--- config.mk ---
export PLATFORM = sky130hd
export DESIGN_NAME = mul18_rr_arbiter
export DESIGN_NICKNAME = d
export VERILOG_FILES = /design/src/rtl/mul18_rr_arbiter.sv
export SDC_FILE = /design/constraint.sdc
export NUM_CORES = 1
export LEC_CHECK = 0
export ABC_AREA = 0
export BUFFER_PORTS_ARGS = -buffer_cell sky130_fd_sc_hd__buf_2
export CAP_MARGIN = 10
export CORE_AREA = 2 2 105 107
export DETAILED_ROUTE_END_ITERATION = 6
export DIE_AREA = 0 0 107 109
export HOLD_SLACK_MARGIN = 0.12
export PLACE_DENSITY_LB_ADDON = 0.2
export RECOVER_POWER = 100
export SETUP_SLACK_MARGIN = 0.1
export SKIP_LAST_GASP = 1
export SLEW_MARGIN = 20
export SYNTH_ARGS = -nofsm -noshare
export SYNTH_HDL_FRONTEND = slang
export SYNTH_SLANG_ARGS = --single-unit
export TNS_END_PERCENT = 5
--- constraint.sdc ---
create_clock -name clk -period 4.9 [get_ports clk]
set_input_delay 0.98 -clock clk [delete_from_list [all_inputs] [get_ports clk]]
set_output_delay 0.98 -clock clk [all_outputs]
set_load 0.005 [all_outputs]
--- src/rtl/mul18_rr_arbiter.sv ---
// mul18_rr_arbiter
//   Shares one external pipelined signed multiplier (LAT ce-gated register
//   stages, no reset) among NUM_REQ requesters. Grants round-robin, carries
//   the requester ID alongside the multiplier pipeline and returns each
//   product to its owner. Output backpressure stalls the multiplier via ce.
//
// Ports
//   clk, reset             clock; asynchronous active-low reset
//   req_valid/req_ready    per-requester handshake (ready is one-hot or zero)
//   req_a/req_b            packed operands, slice i belongs to requester i
//   mul_ce/din0/din1       multiplier drive (combinational)
//   mul_dout               multiplier product
//   rsp_valid/rsp_data     one-hot product valid, broadcast product
//   rsp_ready              shared response accept
//   busy                   any pipeline tag valid
//
// Optional build macro MUL18_RR_ARBITER_STATS_EN adds grant_cnt and
// stall_cnt (32-bit wrapping event counters).
module mul18_rr_arbiter #(
    parameter int unsigned NUM_REQ = 4,
    parameter int unsigned DW      = 18,
    parameter int unsigned PW      = 36,
    parameter int unsigned LAT     = 2,
    parameter int unsigned IDW     = $clog2(NUM_REQ)
) (
    input  logic                  clk,
    input  logic                  reset,
    input  logic [NUM_REQ-1:0]    req_valid,
    output logic [NUM_REQ-1:0]    req_ready,
    input  logic [NUM_REQ*DW-1:0] req_a,
    input  logic [NUM_REQ*DW-1:0] req_b,
    output logic                  mul_ce,
    output logic [DW-1:0]         mul_din0,
    output logic [DW-1:0]         mul_din1,
    input  logic [PW-1:0]         mul_dout,
    output logic [NUM_REQ-1:0]    rsp_valid,
    output logic [PW-1:0]         rsp_data,
    input  logic                  rsp_ready,
    output logic                  busy
`ifdef MUL18_RR_ARBITER_STATS_EN
    ,
    output logic [31:0]           grant_cnt,
    output logic [31:0]           stall_cnt
`endif
);

    logic [IDW-1:0]           ptr_q, ptr_d;
    logic [LAT-1:0]           tag_vld_q, tag_vld_d;
    logic [LAT-1:0][IDW-1:0]  tag_id_q, tag_id_d;

    logic                     win_found;
    logic [IDW-1:0]           win_idx;
    logic                     accept;
    int unsigned              cand;

    // Whole pipe (tags and multiplier) advances unless a product is stuck at the output.
    assign mul_ce = !tag_vld_q[LAT-1] || rsp_ready;

    // Round-robin pick: first valid requester at or above ptr, with wrap.
    always_comb begin
        win_found = 1'b0;
        win_idx   = '0;
        cand      = 0;
        for (int unsigned k = 0; k < NUM_REQ; k++) begin
            cand = 32'(ptr_q) + k;
            if (cand >= NUM_REQ) begin
                cand = cand - NUM_REQ;
            end
            if (!win_found && req_valid[IDW'(cand)]) begin
                win_found = 1'b1;
                win_idx   = IDW'(cand);
            end
        end
    end

    assign accept    = win_found && mul_ce;
    assign req_ready = accept ? (NUM_REQ'(1) << win_idx) : '0;

    // Operands follow the pick even while stalled; the multiplier ignores them then.
    assign mul_din0 = req_a[win_idx*DW +: DW];
    assign mul_din1 = req_b[win_idx*DW +: DW];

    // Next pointer and tag pipeline; bubbles enter as valid=0.
    always_comb begin
        ptr_d     = ptr_q;
        tag_vld_d = tag_vld_q;
        tag_id_d  = tag_id_q;
        if (accept) begin
            ptr_d = (32'(win_idx) == NUM_REQ - 1) ? '0 : win_idx + IDW'(1);
        end
        if (mul_ce) begin
            tag_vld_d[0] = accept;
            tag_id_d[0]  = win_idx;
            for (int unsigned i = 1; i < LAT; i++) begin
                tag_vld_d[i] = tag_vld_q[i-1];
                tag_id_d[i]  = tag_id_q[i-1];
            end
        end
    end

    // State registers.
    always_ff @(posedge clk or negedge reset) begin
        if (!reset) begin
            ptr_q     <= '0;
            tag_vld_q <= '0;
            tag_id_q  <= '0;
        end else begin
            ptr_q     <= ptr_d;
            tag_vld_q <= tag_vld_d;
            tag_id_q  <= tag_id_d;
        end
    end

    // Output stage decode; held while stalled because the tags are frozen.
    assign rsp_valid = tag_vld_q[LAT-1] ? (NUM_REQ'(1) << tag_id_q[LAT-1]) : '0;
    assign rsp_data  = mul_dout;
    assign busy      = |tag_vld_q;

`ifdef MUL18_RR_ARBITER_STATS_EN
    logic [31:0] grant_cnt_q;
    logic [31:0] stall_cnt_q;

    // Event counters: accepted grants and output-stall cycles.
    always_ff @(posedge clk or negedge reset) begin
        if (!reset) begin
            grant_cnt_q <= '0;
            stall_cnt_q <= '0;
        end else begin
            if (accept) begin
                grant_cnt_q <= grant_cnt_q + 32'd1;
            end
            if (!mul_ce && tag_vld_q[LAT-1]) begin
                stall_cnt_q <= stall_cnt_q + 32'd1;
            end
        end
    end

    assign grant_cnt = grant_cnt_q;
    assign stall_cnt = stall_cnt_q;
`endif

endmodule

* After elaboration in Yosys (flattened, before gate mapping) *
Index checks and enable logic that the tools add are counted.

word-level totals
  register bits = 8
  bits in latches = 0
  RAM bits = 0
  bits in read-only memories = 0
  bits of input ports = 187
  output and inout port bits = 82
  word-level logic and storage cells = 59
  memories = 0

operators by class
  $add $sub $neg = 8
  multipliers = 1
  div/mod/pow operators = 0
  order comparisons = 8
  equality and inequality tests = 1
  shift operators = 4
  mux-type cells = 23
  bitwise operators = 0
  reductions and logical operators = 10

operator list
  kind                   number
  $shiftx A72 B8 Y18     2
  $mux W2                9
  $lt A2 B3 Y1 const B   4
  $ge A3 B3 Y1 const B   3
  $bmux W1 S2            4
  $mux W1                8
  $mux W4                2
  $shl A1 B2 Y4 const A  2
  $sub A2 B1 Y2 const B  4
  $add A2 B2 Y3 const B  2
  $mul A2 B4 Y6 const B  1
  $logic_and A1 B1 Y1    4
  $logic_not A1 Y1       4
  $add A2 B1 Y3 const B  1
  $ge A2 B3 Y1 const B   1
  $add A2 B1 Y2 const B  1
  $eq A2 B2 Y1 const B   1
  $reduce_or A2 Y1       1
  $logic_or A1 B1 Y1     1

* Longest topological paths before layout *
Gate-level depths: netlist (run 1).

  word-level depth = 16
  mapped depth = 8
  depth with buffers taken out = 5

* Least setup slack after synthesis (run 1) *
OpenSTA, ideal clock, no wires.

  kind = input to output
  start = input req_valid[0]
  end = output mul_din0[13]
  data arrival time = 2.064 ns
  required time = 3.920 ns
  path slack = 1.856 ns
  stages = 8
  buffers on the path = 3
  cells stage by stage = a21o_1 a21oi_1 o22a_1 buf_4 buf_12 buf_6 mux2i_1 mux2i_1

between the ends
  word-level cells in the longest chain between the ends = 14
  elaborated cells between the ends (all ways) = 23
  those cells by class = mul: 1; shift: 1; mux: 15; reduce/logical: 6

RTL lines
  item                           RTL line  text
  from (decl)                    28        input logic [NUM_REQ-1:0] req_valid,
  $bmux W1 S2                    69        if (!win_found && req_valid[IDW'(cand)]) begin
  $mux W1 (implied by the code)  69
  $mux W1                        69
  $logic_not A1 Y1               69
  $logic_and A1 B1 Y1            69
  $mux W1                        69
  $logic_not A1 Y1               69
  $logic_and A1 B1 Y1            69
  $mux W1                        69
  $logic_not A1 Y1               69
  $logic_and A1 B1 Y1            69
  $mux W2 *                      69
  $mul A2 B4 Y6 *                80        assign mul_din0 = req_a[win_idx*DW +: DW];
  $shiftx A72 B8 Y18 *           80
  to (decl)                      33        output logic [DW-1:0] mul_din0,

Mark *: on every way between the ends. The rest lies on a longest branch, timed or not. The select of a mux whose other input is x is not followed.

* Worst setup path after layout (run 1) *
  start = input req_valid[3]
  end = output req_ready[3]

between the ends
  word-level cells in the longest chain between the ends = 14
  elaborated cells between the ends (all ways) = 25
  those cells by class = shift: 1; mux: 17; reduce/logical: 7

RTL lines
  item                                                  RTL line  text
  $bmux W1 S2                                           69
  $mux W1 (implied by the code)                         69
  $mux W1                                               69
  $logic_not A1 Y1                                      69
  $logic_and A1 B1 Y1                                   69
  $mux W1                                               69
  $logic_not A1 Y1                                      69
  $logic_and A1 B1 Y1                                   69
  $mux W1                                               69
  $logic_not A1 Y1                                      69
  $logic_and A1 B1 Y1                                   69
  $mux W2 or $mux W1 (tied branches)                    69
  $shl A1 B2 Y4 or $logic_and A1 B1 Y1 (tied branches)  77, 76
  $mux W4 *                                             77        assign req_ready = accept ? (NUM_REQ'(1) << win_idx) : '0;
  to (decl)                                             29        output logic [NUM_REQ-1:0] req_ready,

Marked as above.

==> impl_metrics.csv, run 1 <==
group,metric,value,unit
worst_setup_path,critPathCaptureType,"primary output",
route,vias_per_cell,4.07,
worst_setup_path,arrival,2.74,ns
route,vias,2058,
global_routing,grt_antenna_before_repair,0,
min_path,hold_depth,1,
die,initial_utilization,18.2,%
timing,setup_tns,0,ns
synthesis,synth_area_per_cell,9.11,um2
min_path,hold_class,"reg -> reg",
timing,max_freq,269,MHz
timing,slew_headroom,44.6,%
placement,finalWeightedCongestion,0.724,
placement,port_buffers,196,
route,wl_per_cell,12.6,um
global_routing,track_usage,9.81,%
die,coreArea,10600,um2
synthesis,netlist_area,1930,um2
worst_setup_path,cp.required,3.92,ns
layout,nNetsFinal,555,
synthesis,seq_area_frac_synth,10.4,%
die,die_w,107,um
global_routing,grt_pass1_vias,1993,
synthesis,yosysUniqueCellTypes,26,
clock_tree,htree_levels,1,
timing,slew_violations,0,
route,drtAntennaViolNets,0,
clock_tree,clock_latency,0.23,ns
power_and_ir_drop,fin_total_pwr,0.938,mW
layout,finalNonFillerCells,506,
clock_tree,cts_setup_buffers,0,
clock_tree,cts-root-buf,"clkbuf_8",
clock_tree,cts.sinks,8,
layout,nFillCells,1206,
timing,finalCritPeriodShare,75.9,%
route,drc,0,
placement,place_area,2740,um2
timing,finClkSkew,0.00107,ns
global_routing,grt_start_max_net_pins,49,
clock_tree,numCtsBuffers,3,
route,totalWireLength,6370,um
synthesis,synth_cells,212,
synthesis,syn_nets,399,
layout,syn_to_final_growth,41.5,%
timing,setup_violations,0,
synthesis,synth_top_area_cell,"mux2i_1",
timing,rsz0062_at_grt,"false",
clock_tree,cts.path.max_buffers,2,
worst_setup_path,worst-path-max-fanout,11,
worst_setup_path,critical_path_class,"in -> out",
timing,min_period,3.72,ns
layout,drive_gt1_share,45.4,%
synthesis,yosys-top-cells-area,"mux2i_1 56%, buf_4 17%, dfrtp_1 10%",
layout,fin_area,2730,um2
die,die_h,109,um
die,io_pins,269,
placement,dp.cells,503,
placement,dpl.hpwl,5540,um
worst_setup_path,r2r_cells,6,
route,initialDrtViolationCount,77,
die,rows,38,
worst_setup_path,critPathLaunchType,"input port",
power_and_ir_drop,p_leak,1.55,nW
run,cap_violations,0,
route,dr.pass1.iters,5,
clock_tree,cts_tree,"built",
die,die-area,11700,um2
clock_tree,clkTransAtPathRegs,0.04,ns
global_routing,grt_pass1_wl,9270,um
power_and_ir_drop,ir_drop,0.108,mV
timing,hold_viol_final,0,
timing,worst_pin_slew,0.831,ns
clock_tree,cts_resized,0,
power_and_ir_drop,powerDensity,343,nW/um2
synthesis,synth_top_area_share,56.0,%
layout,antenna_cells,0,
layout,final_common_cell,"buf_2",
synthesis,ys_ff_latch,8,
layout,layout_common_cells,"149 x buf_2, 108 x mux2i_1, 40 x clkbuf_1",
synthesis,synth_warnings,0,
run_status,status,"finished, final reports clean",
global_routing,grt_overflow_total,0,
clock_tree,hold_buffers,0,
## metrics by stage
step	hold slack (ns)	setup slack (ns)	utilization, %
after floorplan	0.446	1.86	-
after global placement	0.466	1.39	25.9
after detailed placement	0.466	1.35	25.9
after CTS	0.475	1.35	26.3
after global routing	0.485	0.983	25.8
final	0.470	1.18	25.8
## worst paths after layout
check	start	to	slack, ns
max	req_valid[3]	req_ready[3]	1.18
min	tag_vld_q[0]	tag_vld_q[1]	0.47
max reg2reg	ptr_q[0]	tag_id_q[0]	2.96
min reg2reg	tag_vld_q[0]	tag_vld_q[1]	0.47
max in group asynchronous	reset	tag_id_q[3]	3.93
min in group asynchronous	reset	tag_vld_q[0]	0.67
## logic make-up (layout without fill, tap and decap cells)
| kind of cell | count (synthesis) | in the layout | synth area share (%) |
|---|---|---|---|
| mux | 108 | 108 | 56.0 |
| buf+inv | 54 | 208 | 22.0 |
| xor+xnor | 1 | 1 | 0.454 |
| simple gates | 29 | 29 | 7.13 |
| flops | 8 | 8 | 10.4 |
| compound gates | 12 | 12 | 4.02 |
## layer usage
layer  part of all wire (%)  vias to the layer above  global-route usage, %
met5                      0                        -                      0
met4                   0.36                        0                   1.30
met3                     11                        6                   2.87
met2                     56                      128                   20.2
met1                     33                      898                   9.86
li1                       -                     1026                      -
## synthesized netlist by cell type
cell / number
mux2i_1: 108
buf_4: 43
nand2_1: 10
nor2_1: 9
dfrtp_1: 8
a21oi_1: 5
inv_1: 5
nand2b_1: 4
buf_12: 3
a211oi_1: 1
a21o_1: 1
a221oi_1: 1
a22o_1: 1
and3_1: 1
and3b_1: 1
buf_2: 1
buf_6: 1
clkbuf_4: 1
nor2b_1: 1
nor3b_1: 1
nor4_1: 1
o21ai_0: 1
o22a_1: 1
o22ai_1: 1
or2_2: 1
xnor2_1: 1
## final cells by class
type                       count  area [um2]  area share [%]
clock buffer                   3        41.3            1.51
inverter                       5        18.8           0.687
multi-input combinational    150        1330            48.5
sequential                     8         200            7.33
tap                          140         175            6.41
timing repair buffer         200         971            35.5
## power by group
part	total, mW	switching [mW]	internal [mW]
clock network	0.0781	0.0249	0.0531
registers	0.107	0.0231	0.0844
logic	0.753	0.372	0.381
total	0.938	0.420	0.519
## registers in the layout (all words and copies together) (netlist names)
name and flops:
tag_id_q 4, tag_vld_q 2, ptr_q 2
## worst max-delay path, stage by stage
cell and delay (ns):
clkbuf_1 0.18, o22ai_1 0.16, a211oi_4 0.28, clkbuf_1 0.66, nand2_1 0.21, nor2_1 0.14
clkbuf_1 0.13
Note: power is estimated with default switching activity, not from simulation.
==> run 2: changes to the inputs <==
- CORE_AREA: 2 2 105 107 -> 2 2 106 108
- DIE_AREA: 0 0 107 109 -> 0 0 108 110
- clock period: 4.9 -> 3.2 ns (I/O delays scaled with it)
==> run 2 against run 1 <==
Compared with the run above: count of clock-buffer cells in the layout unchanged; routed wire length up 7.4%; design area up 0.46%.
==> impl_metrics.csv, run 2 (same netlist as run 1, synthesis figures left out) <==
group,metric,value,unit
power_and_ir_drop,ir_drop,0.149,mV
die,die_h,110,um
layout,final_common_cell,"buf_2",
timing,hold_viol_final,0,
route,drc,0,
global_routing,grt_pass1_wl,9850,um
route,dr.pass1.iters,4,
worst_setup_path,cp.required,2.56,ns
worst_setup_path,critPathLaunch,"req_valid[2]",
timing,rsz0062_at_grt,"false",
worst_setup_path,r2r_cells,6,
timing,min_period,2.90,ns
worst_setup_path,arrival,2.26,ns
timing,finalCritPeriodShare,90.5,%
run_status,status,"finished, final reports clean",
layout,largest_register,"tag_id_q",
clock_tree,cts_resized,0,
die,die_w,108,um
worst_setup_path,path_cells,"clkbuf_1 > inv_1 > o22ai_1 > a211oi_4 > clkbuf_4 > mux2i_1 > clkbuf_1",
timing,slew_violations,0,
min_path,hold_class,"in -> async",
clock_tree,htree_levels,1,
worst_setup_path,worst-path-max-fanout,27,
timing,finClkSkew,0.00148,ns
timing,worst_pin_slew,0.514,ns
timing,slew_headroom,65.8,%
clock_tree,cts_setup_buffers,0,
route,vias,2087,
clock_tree,cts_tree,"built",
layout,nNetsFinal,556,
run,cap_violations,0,
route,initialDrtViolationCount,30,
worst_setup_path,critPathLaunchType,"input port",
clock_tree,cts.sinks,8,
layout,layout_common_cells,"153 x buf_2, 108 x mux2i_1, 37 x clkbuf_1",
worst_setup_path,slowest_delay,0.50,ns
worst_setup_path,cpMostUsedCell,"clkbuf_1",
die,initial_utilization,18.0,%
die,die-area,11900,um2
route,totalWireLength,6840,um
worst_setup_path,critical_path_class,"in -> out",
power_and_ir_drop,p_leak,1.56,nW
clock_tree,cts-root-buf,"clkbuf_8",
die,io_pins,269,
timing,max_freq,345,MHz
layout,drive_gt1_share,46.0,%
layout,final_util,25.7,%
route,vias_per_cell,4.12,
timing,setup_tns,0,ns
worst_setup_path,slowest_stage,"clkbuf_4",
global_routing,grt_overflow_total,0,
timing,setup_violations,0,
global_routing,track_usage,10.3,%
clock_tree,clkTransAtPathRegs,0.04,ns
layout,antenna_cells,0,
worst_setup_path,rr_startpoint,"ptr_q[1]",
route,drtAntennaViolNets,0,
power_and_ir_drop,powerDensity,529,nW/um2
global_routing,grt_antenna_before_repair,0,
clock_tree,cts.path.max_buffers,2,
layout,reg.largest.list,"tag_id_q (4), ptr_q (2), tag_vld_q (2)",
layout,largest_reg_flops,4,
clock_tree,clock_latency,0.23,ns
worst_setup_path,critPathCaptureType,"primary output",
clock_tree,numCtsBuffers,3,
clock_tree,hold_buffers,0,
die,rows,38,
layout,syn_to_final_growth,42.2,%
placement,finalWeightedCongestion,0.754,
global_routing,grt_pass1_vias,2052,
die,coreArea,10700,um2
route,wl_per_cell,13.5,um
placement,port_buffers,196,
placement,dpl.hpwl,5990,um
global_routing,grt_start_max_net_pins,42,
## run 2: per-layer routing
| metal | wire [um] | up-vias | global-route usage, % | part of all wire (%) |
|---|---|---|---|---|
| met2 | 3990 | 128 | 21.6 | 58 |
| li1 | - | 1026 | - | - |
| met5 | 0 | - | 0 | 0 |
| met4 | 53 | 0 | 2.47 | 0.77 |
| met1 | 2090 | 927 | 9.70 | 30 |
| met3 | 715 | 6 | 2.88 | 10 |
## run 2: area by class of cell
class | instances | area (um2)
fillers | 1233 | 7950
multi-input cells | 150 | 1330
repair buffers | 201 | 983
flip-flops and latches | 8 | 200
well taps | 140 | 175
clock buffers | 3 | 41.3
inverters | 5 | 18.8
## run 2: worst paths after layout
path                                     end  slack [ns]
worst max-delay path            mul_din1[15]        0.30
worst min-delay path             tag_id_q[3]        0.33
worst max register to register      ptr_q[1]        1.32
worst min register to register   tag_id_q[2]        0.47
max in group asynchronous       tag_vld_q[0]        2.57
min in group clk                 tag_id_q[2]        0.47
## run 2: worst max-delay path: cells and delay by family
kind                   cells  cell delay [ns]
AO/OA/AOI/OAI              2             0.42
buffers and inverters      4             0.85
multiplexers               1             0.32
## run 2: power breakdown
| part | total, mW | internal, mW | switching [mW] |
|---|---|---|---|
| clock network | 0.120 | 0.0814 | 0.0382 |
| registers | 0.164 | 0.129 | 0.0350 |
| logic | 1.17 | 0.592 | 0.576 |
## run 2: through the flow
step                total power [mW]  setup WS [ns]  cells  hold slack, ns  cell area (um2)
CTS                             1.56          0.304    507           0.254             2820
global placement                1.42          0.296    504           0.453             2780
detailed placement              1.43          0.306    504           0.461             2780
global route                    1.59          0.161    507           0.367             2750
floorplan                       1.06          0.836    212           0.344             1930
finish                          1.45          0.303    507           0.326             2750
==> run 3: changes to the inputs <==
- CORE_AREA: 2 2 106 108 -> 2 2 104 106
- CTS_BUF_LIST: not set -> sky130_fd_sc_hd__clkbuf_2 sky130_fd_sc_hd__clkbuf_4 sky130_fd_sc_hd__clkbuf_8
- DIE_AREA: 0 0 108 110 -> 0 0 106 108
==> run 3 against run 2 <==
Compared with the run above: clock power about the same; global-route usage up 0.49 points; register-to-register slack better by 0.25 ns; sequential cell count unchanged; first-iteration DRC count up 37%; critical endpoint is now mul_din0[7]; non-clock buffer count down 1.
==> impl_metrics.csv, run 3 (same netlist as run 1, synthesis figures left out) <==
group,metric,value,unit
die,initial_utilization,18.9,%
worst_setup_path,slowest_delay,0.27,ns
route,drtAntennaViolNets,0,
worst_setup_path,critPathCaptureType,"primary output",
layout,reg.largest.list,"tag_id_q (4), ptr_q (2), tag_vld_q (2)",
layout,largest_register,"tag_id_q",
worst_setup_path,cp.required,2.56,ns
layout,finalNonFillerCells,503,
die,die_w,106,um
power_and_ir_drop,powerDensity,531,nW/um2
placement,port_buffers,196,
clock_tree,htree_levels,1,
global_routing,track_usage,10.8,%
clock_tree,clkTransAtPathRegs,0.04,ns
clock_tree,cts-root-buf,"clkbuf_8",
worst_setup_path,crit_family,"compound AO/OA/AOI/OAI gates",
global_routing,grt_overflow_total,0,
global_routing,grt_pass1_wl,9970,um
placement,dpl.hpwl,5870,um
timing,slew_headroom,68.6,%
route,vias,2094,
run_status,status,"finished, final reports clean",
worst_setup_path,rrSetupSlack,1.57,ns
clock_tree,cts.path.max_buffers,2,
die,die-area,11400,um2
global_routing,grt_start_max_net_pins,43,
timing,max_freq,364,MHz
route,drc,0,
placement,pre_cts_ws,0.424,ns
global_routing,grt_pass1_vias,2059,
layout,final_common_cell,"buf_2",
clock_tree,cts_tree,"built",
route,vias_per_cell,4.16,
timing,finalCritPeriodShare,85.8,%
min_path,hold_class,"in -> async",
die,io_pins,269,
timing,rsz0062_at_grt,"false",
clock_tree,clock_latency,0.23,ns
timing,setup_slack,0.453,ns
power_and_ir_drop,fin_total_pwr,1.46,mW
clock_tree,cts_setup_buffers,0,
worst_setup_path,r2r_cells,6,
clock_tree,hold_buffers,0,
clock_tree,cts.sinks,8,
worst_setup_path,path_cells,"clkbuf_1 > a21o_1 > a21oi_1 > o22a_4 > buf_12 > mux2i_1 > mux2i_1 > clkbuf_1",
worst_setup_path,worst-path-max-fanout,42,
timing,finClkSkew,0.00139,ns
layout,largest_reg_flops,4,
worst_setup_path,critPathLaunchType,"input port",
layout,seq_area,200,um2
clock_tree,cts_resized,0,
worst_setup_path,r2r-end,"ptr_q[1]",
die,die_h,108,um
timing,slew_violations,0,
route,dr.pass1.iters,3,
timing,hold_viol_final,0,
clock_tree,numCtsBuffers,3,
timing,worst_pin_slew,0.467,ns
layout,syn_to_final_growth,42.3,%
global_routing,grt_antenna_before_repair,2,
layout,nFillCells,1182,
die,rows,37,
worst_setup_path,rr_startpoint,"ptr_q[1]",
layout,final_util,26.9,%
placement,finalWeightedCongestion,0.719,
power_and_ir_drop,p_leak,1.56,nW
worst_setup_path,path_buf_inv,3,
power_and_ir_drop,ir_drop,0.143,mV
timing,setup_violations,0,
route,initialDrtViolationCount,41,
timing,min_period,2.75,ns
placement,dp.cells,499,
run,cap_violations,0,
worst_setup_path,slowest_stage,"buf_12",
layout,layout_common_cells,"150 x buf_2, 108 x mux2i_1, 38 x clkbuf_1",
worst_setup_path,critical_path_class,"in -> out",
layout,multiInputGateArea,1330,um2
timing,setup_tns,0,ns
worst_setup_path,arrival,2.11,ns
layout,nNetsFinal,555,
layout,drive_gt1_share,45.9,%
route,wl_per_cell,13.4,um
die,coreArea,10200,um2
route,totalWireLength,6750,um
run 3: changes by cell type in the layout (fill, tap and decap cells not counted), sizes merged:
cell,delta
buf,-3
clkbuf,+2
diode,+1
run 3: routing by layer:
| layer | GRT usage, % | vias to the layer above | part of all wire, % |
|---|---|---|---|
| met5 | 0 | - | 0.24 |
| met4 | 2.35 | 2 | 1.0 |
| met3 | 3.74 | 9 | 11 |
| met2 | 20.6 | 123 | 53 |
| met1 | 11.4 | 933 | 35 |
| li1 | - | 1027 | - |
run 3: final cells by class:
| type | count | share of cell area, % |
|---|---|---|
| timing repair buffer | 200 | 36.0 |
| tap | 136 | 6.19 |
| inverter | 5 | 0.683 |
| sequential | 8 | 7.29 |
| clock buffer | 3 | 1.50 |
| multi-input combinational | 150 | 48.3 |
| antenna | 1 | 0.0911 |
run 3: where the power goes:
| group | switching, mW | internal [mW] | leakage [nW] | total, mW |
|---|---|---|---|---|
| Clock | 0.0385 | 0.0814 | 0.0216 | 0.120 |
| Combinational | 0.577 | 0.598 | 1.44 | 1.17 |
| Sequential | 0.0338 | 0.129 | 0.0912 | 0.163 |
| Total | 0.650 | 0.808 | 1.56 | 1.46 |
run 3: how the worst max path moves through the flow:
stage / startpoint / end / cells past startpoint
global placement: req_valid[2] / mul_din0[7] / 7
floorplan: req_valid[0] / mul_din0[13] / 8
CTS: req_valid[2] / mul_din0[7] / 7
detailed placement: req_valid[0] / mul_din0[7] / 8
global route: req_valid[0] / mul_din0[7] / 8
finish: req_valid[0] / mul_din0[7] / 8
run 3: through the flow:
stage,area [um2],hold WS (ns)
after floorplan,1930,0.344
after global placement,2750,0.455
after detailed placement,2750,0.469
after CTS,2790,0.253
after global routing,2750,0.364
final,2750,0.328
